===== config.mk =====
export PLATFORM = sky130hd
export DESIGN_NAME = regfile_2r1w_sb
export DESIGN_NICKNAME = d
export VERILOG_FILES = /design/src/rtl/regfile_2r1w_sb.sv
export SDC_FILE = /design/constraint.sdc
export NUM_CORES = 1
export LEC_CHECK = 0
export ABC_AREA = 0
export BUFFER_PORTS_ARGS = -buffer_cell sky130_fd_sc_hd__buf_4
export CAP_MARGIN = 20
export CORE_ASPECT_RATIO = 1.75
export CORE_MARGIN = 4
export CORE_UTILIZATION = 55
export CTS_CLUSTER_SIZE = 12
export DETAILED_ROUTE_END_ITERATION = 16
export HOLD_SLACK_MARGIN = 0.06
export PLACE_DENSITY = 0.77
export SYNTH_ARGS = -nofsm -noshare
export SYNTH_HDL_FRONTEND = slang
export SYNTH_SLANG_ARGS = --single-unit

===== constraint.sdc =====
create_clock -name clk -period 3.3 [get_ports clk]
set_input_delay 0.66 -clock clk [delete_from_list [all_inputs] [get_ports clk]]
set_output_delay 0.66 -clock clk [all_outputs]
set_load 0.01 [all_outputs]

===== src/rtl/regfile_2r1w_sb.sv =====
// Two-read/one-write register bank with write-first bypass and a per-register busy scoreboard.
// Optional macro R0_ZERO_EN hardwires register 0 to zero and keeps it permanently idle.
module regfile_2r1w_sb #(
  parameter int DW = 32,
  parameter int AW = 4
) (
  input  logic               clk,
  input  logic               rst,
  input  logic               rd_en,
  input  logic [AW-1:0]      ra_addr,
  input  logic [AW-1:0]      rb_addr,
  output logic [DW-1:0]      ra_data,
  output logic [DW-1:0]      rb_data,
  output logic               ra_busy,
  output logic               rb_busy,
  input  logic               wr_en,
  input  logic [AW-1:0]      wr_addr,
  input  logic [DW-1:0]      wr_data,
  input  logic               iss_en,
  input  logic [AW-1:0]      iss_addr,
  output logic [2**AW-1:0]   busy_vec
);

  localparam int NREG = 2**AW;

  logic [DW-1:0]   mem_q [NREG];
  logic [DW-1:0]   mem_d [NREG];
  logic [NREG-1:0] busy_q, busy_d;
  logic [DW-1:0]   ra_data_q, ra_data_d;
  logic [DW-1:0]   rb_data_q, rb_data_d;
  logic            ra_busy_q, ra_busy_d;
  logic            rb_busy_q, rb_busy_d;

  logic            ra_hit, rb_hit;
  logic            wr_commit;

  // Read ports: a same-edge write wins over the stored value, and its busy
  // clear is visible to the reader while a same-edge issue is not.
  always_comb begin
    ra_hit    = wr_en && (wr_addr == ra_addr);
    rb_hit    = wr_en && (wr_addr == rb_addr);
    ra_data_d = ra_data_q;
    rb_data_d = rb_data_q;
    ra_busy_d = ra_busy_q;
    rb_busy_d = rb_busy_q;
    if (rd_en) begin
      ra_data_d = ra_hit ? wr_data : mem_q[ra_addr];
      rb_data_d = rb_hit ? wr_data : mem_q[rb_addr];
      ra_busy_d = busy_q[ra_addr] && !ra_hit;
      rb_busy_d = busy_q[rb_addr] && !rb_hit;
`ifdef R0_ZERO_EN
      if (ra_addr == '0) begin
        ra_data_d = '0;
        ra_busy_d = 1'b0;
      end
      if (rb_addr == '0) begin
        rb_data_d = '0;
        rb_busy_d = 1'b0;
      end
`endif
    end
  end

  always_comb begin
    wr_commit = wr_en;
`ifdef R0_ZERO_EN
    wr_commit = wr_en && (wr_addr != '0);
`endif
    mem_d = mem_q;
    if (wr_commit) begin
      mem_d[wr_addr] = wr_data;
    end
  end

  // Issue is applied after the writeback clear so a new producer supersedes a completing one.
  always_comb begin
    busy_d = busy_q;
    if (wr_en) begin
      busy_d[wr_addr] = 1'b0;
    end
    if (iss_en) begin
      busy_d[iss_addr] = 1'b1;
    end
`ifdef R0_ZERO_EN
    busy_d[0] = 1'b0;
`endif
  end

  always_ff @(posedge clk or negedge rst) begin
    if (!rst) begin
      mem_q     <= '{default: '0};
      busy_q    <= '0;
      ra_data_q <= '0;
      rb_data_q <= '0;
      ra_busy_q <= 1'b0;
      rb_busy_q <= 1'b0;
    end else begin
      mem_q     <= mem_d;
      busy_q    <= busy_d;
      ra_data_q <= ra_data_d;
      rb_data_q <= rb_data_d;
      ra_busy_q <= ra_busy_d;
      rb_busy_q <= rb_busy_d;
    end
  end

  assign ra_data  = ra_data_q;
  assign rb_data  = rb_data_q;
  assign ra_busy  = ra_busy_q;
  assign rb_busy  = rb_busy_q;
  assign busy_vec = busy_q;

endmodule

* Word-level counts from Yosys, hierarchy flattened
Cells that the tools add are included.
Storage, ports and cells: register bits after elaboration 594, input port bits 53, output and inout bits 82, logic and storage cells 69
Operators by class: order comparisons 10, eq/ne operators 2, multiplexer cells 21, bitwise gates (word level) 6, reduce and logical (&&, ||, !) cells 9
Operators by type and width (number):
- $bwmux W512 | 1
- $bmux W32 S4 | 2
- $mux W32 | 7
- $demux W32 S4 | 1
- $mux W16 | 2
- $lt A4 B5 Y1 const B | 4
- $and A16 B16 Y16 | 1
- $not A16 Y16 | 1
- $or A16 B16 Y16 | 1
- $ge A5 B5 Y1 const B | 3
- $not A4 Y5 | 3
- $bmux W1 S4 | 2
- $demux W1 S4 | 2
- $eq A4 B4 Y1 | 2
- $ge A4 B1 Y1 const B | 2
- $logic_and A1 B1 Y1 | 7
- $lt A5 B1 Y1 const B | 1
- $mux W1 | 4
- $logic_not A1 Y1 | 2

* Logic depth before layout (Yosys ltp)
depth in word-level cells 9, depth in mapped cells 7, gate-level depth less buffers 4

* Worst setup path before layout
No wires, ideal clock.
path type input to register, from input port ra_addr[1], to register ra_data_q[23] (netlist: ra_data[23]), setup time 0.141 ns, data arrival time 2.040 ns, data required time 3.159 ns, path slack 1.119 ns, stages on the path 6, buffers on the path 2, cells stage by stage buf_2 > buf_2 > mux4_2 > mux2_2 > nand2_1 > a31oi_1
On the way: cells in the longest elaborated chain, start to end 5, elaborated cells between the ends (all ways) 7, classes of those cells eq/ne: 1; mux: 4; bitwise: 1; reduce/logical: 1
RTL lines:
- from (decl) | line 10 | input logic [AW-1:0] ra_addr,
- $not A4 Y5 (implied by the code) | line 47 | ra_data_d = ra_hit ? wr_data : mem_q[ra_addr];
- $bmux W32 S4 | line 47
- $mux W32 (implied by the code) (2 in a row) | line 47
- $mux W32 (*) | line 47
- to (signal assigned) | line 100 | ra_data_q <= ra_data_d;
- to (decl) | line 29 | logic [DW-1:0] ra_data_q, ra_data_d;
Mark *: on every way between the ends. The rest lies on a longest branch, timed or not. The select of a mux whose other input is x is not followed. A chain may end at the register's enable or synchronous reset.

* Worst setup path in the final report
from input port rb_addr[2], to register rb_data_q[4] (netlist: rb_data[4])
On the way: cells in the longest elaborated chain, start to end 5, elaborated cells between the ends (all ways) 7, classes of those cells eq/ne: 1; mux: 4; bitwise: 1; reduce/logical: 1
RTL lines:
- from (decl) | line 11 | input logic [AW-1:0] rb_addr,
- $not A4 Y5 (implied by the code) | line 48 | rb_data_d = rb_hit ? wr_data : mem_q[rb_addr];
- $bmux W32 S4 | line 48
- $mux W32 (implied by the code) (2 in a row) | line 48
- $mux W32 (*) | line 48
- to (signal assigned) | line 101 | rb_data_q <= rb_data_d;
- to (decl) | line 30 | logic [DW-1:0] rb_data_q, rb_data_d;
Marked as above.

==> flow_metrics.py <==
metrics = {
    "worst_setup_path": {
        "arrival_ps": 2580,
        "path_class": "in2reg",
        "cp.required_ps": 3780,
        "cp-end-kind": "register",
        "startpoint_type": "input port",
        "cp_max_fo": 30,
    },
    "die": {
        "die_w_um": 187,
        "die-area_sq_um": 59900,
        "ios": 135,
        "initial_core_util_pct": 55.6,
        "design.core.area_sq_um": 55300,
        "die_h_um": 321,
        "rows": 114,
    },
    "pwr": {
        "seqPwrFrac_pct": 48.7,
        "clock_power_share_pct": 27.8,
        "max-vdd-ir-drop_v": 0.000518,
        "swShare_pct": 28.3,
        "p_per_area_nw_per_um2": 617,
        "comb_power_share_pct": 23.5,
        "p_sw_uw": 5950,
        "p_int_uw": 15100,
        "p_leak_uw": 0.0143,
    },
    "global_routing": {
        "grt_pass1_wl_um": 137000,
        "grt_usage_pct": 29.5,
        "grt_max_degree": 86,
        "met1_usage_pct": 36.3,
        "gr-usage-met3_pct": 4.67,
        "met2_usage_pct": 51.2,
        "antenna_found_initial": 3,
        "grt_pass1_vias": 22500,
        "gr-total-overflow": 0,
        "busiest_layer": "met2",
    },
    "yosys": {
        "yosys-top-cells-count": "dfrtp_1 (594), mux2_2 (576), mux4_2 (200), mux2i_1 (134), clkbuf_1 (104)",
        "ys_ff_latch": 594,
        "synth_edf_count": 0,
        "synth_most_common_cell": "dfrtp_1",
        "synth_cell_types": 30,
        "ys.flop_type": "dfrtp_1",
        "synth_top_area_share_pct": 48.3,
        "synthTopCellsByArea": "dfrtp_1 (48%), mux2_2 (21%), mux4_2 (15%), mux2i_1 (4.4%), o32ai_1 (1.9%)",
        "yosys_warnings": 0,
        "syn_nets": 2176,
        "synth-async-reset-ratio_pct": 100,
        "synth_seq_area_share_pct": 48.3,
        "synth_cells": 2123,
        "yosysTopAreaCell": "dfrtp_1",
        "syn_area_sq_um": 30800,
        "avgSynthCellArea_sq_um": 14.5,
    },
    "sta": {
        "fin_crit_ps": 2100,
        "finalMaxSlewViolations": 0,
        "max_freq_mhz": 475,
        "setup_tns_ps": 0,
        "fin_crit_sh_pct": 63.7,
        "rsz0062_at_grt": "no",
        "skew_ps": 17.9,
        "hold_viol_final": 0,
        "slew_headroom_pct": 38.1,
        "worstMarginPinSlew_ps": 926,
        "finalSetupViolations": 0,
    },
    "clock_network": {
        "cts_sinks": 594,
        "ctsHoldBuffers": 0,
        "post_cts_buffers": 0,
        "clk_path_buf_depth": 3,
        "clock_latency_ps": 610,
        "cts-htree-levels": 2,
        "ctsResizeCount": 0,
        "clockRootBuffer": "clkbuf_16",
        "cts_tree": "yes",
        "clk_pin_slew_ps": 60,
        "cts_made_buffers": 56,
    },
    "drt": {
        "firstDrtPassIters": 5,
        "vias": 20700,
        "vias_per_cell": 7.18,
        "ant_nets": 0,
        "drc_errors": 0,
        "drt_iter0_drc": 1761,
        "finalWirelength_um": 89600,
        "wl_per_cell_um": 31.0,
    },
    "flow_run": {
        "drv_cap": 0,
    },
    "placement": {
        "hpwl_um": 53000,
        "io_buffer_count": 134,
        "gp_congestion": 0.822,
    },
    "finish": {
        "syn2layout_area_growth_pct": 11.1,
        "drive_gt1_share_pct": 49.0,
        "fin_nets": 2229,
        "final_util_pct": 61.7,
    },
    "status": {
        "outcome": "completed",
    },
    "hold_path": {
        "hp-class": "in2async",
    },
}
## critical path, stage by stage
cell and delay, ps:
buf_4 430, xnor2_1 140, nand4_1 130, o21a_2 750
buf_4 340, a31oi_1 110
## power by group through the flow
stage	combinational, uW	clock [uW]	sequential, uW
after floorplan	3560	0	9940
after global placement	4750	0	10100
after detailed placement	4950	0	10300
after CTS	4980	5940	10200
after global routing	5320	6220	10400
final	4960	5860	10200
## registers in the layout, indices dropped and copies added (netlist names)
signal    count
rb_busy       1
busy_vec     16
ra_data      32
mem_q       512
ra_busy       1
rb_data      32
## cells by family after synthesis
| group | Yosys count | share of synthesized area [%] |
|---|---|---|
| muxes | 910 | 40.1 |
| DFF | 594 | 48.3 |
| and+or+nand+nor | 104 | 1.45 |
| buffers and inverters | 222 | 3.31 |
| AOI/OAI and AO/OA | 285 | 6.59 |
| xor gates and xnor gates | 8 | 0.228 |
## metrics by stage
stage	instances	area (sq um)	hold WS, ps	power, uW	setup slack, ps
2_1_floorplan	2123	30800	364	13500	1120
3_3_place_gp	2813	32600	500	14900	600
3_5_place_dp	2814	32600	511	15300	613
4_1_cts	2886	34200	111	21100	1240
5_1_grt	2886	34200	148	22000	1150
6_report	2887	34200	105	21100	1200
## placed cells by master (no fill, tap or decap), drive strengths merged, types with 4 or more instances in the layout
cell type  Yosys  final
nor2          12     12
mux2i        134    134
mux2         576    576
nand2         72     72
buf          111    208
a31oi         64     64
mux4         200    200
dfrtp        594    594
clkbuf       104     71
a221oi        64     64
o21ai         82     82
nand3b         4      4
nand2b         6      6
a32o           4      4
inv            7      9
o32ai         65     65
xnor2          8      8
## layout make-up
type	count	area (sq um)
Antenna cell	1	2.50
Clock buffer	69	1500
Clock inverter	3	45.0
Fill cell	4097	21200
Inverter	7	26.3
Multi-Input combinational cell	1307	15000
Sequential cell	594	14900
Tap cell	696	871
Timing Repair Buffer	210	1850
## path summary, 6_finish.rpt
check / start / to / slack, ps / cells past startpoint
worst max-delay path: rb_addr[2] / rb_data[4] / 1200 / 6
worst min-delay path: rst / mem_q[365] / 100 / 1
worst max register to register: mem_q[14] / rb_data[14] / 1750 / 4
worst min register to register: mem_q[300] / mem_q[300] / 530 / 1
max in group asynchronous: rst / mem_q[376] / 2230 / 2
min in group clk: iss_addr[1] / busy_vec[4] / 310 / 2
## routing by layer
layer  part of all wire (%)  vias to the layer above
met4                    5.1                        4
li1                       -                     8352
met5                  0.029                        -
met1                     36                    11100
met3                    7.0                      320
met2                     52                      998
Note: power is estimated with default switching activity, not from simulation.
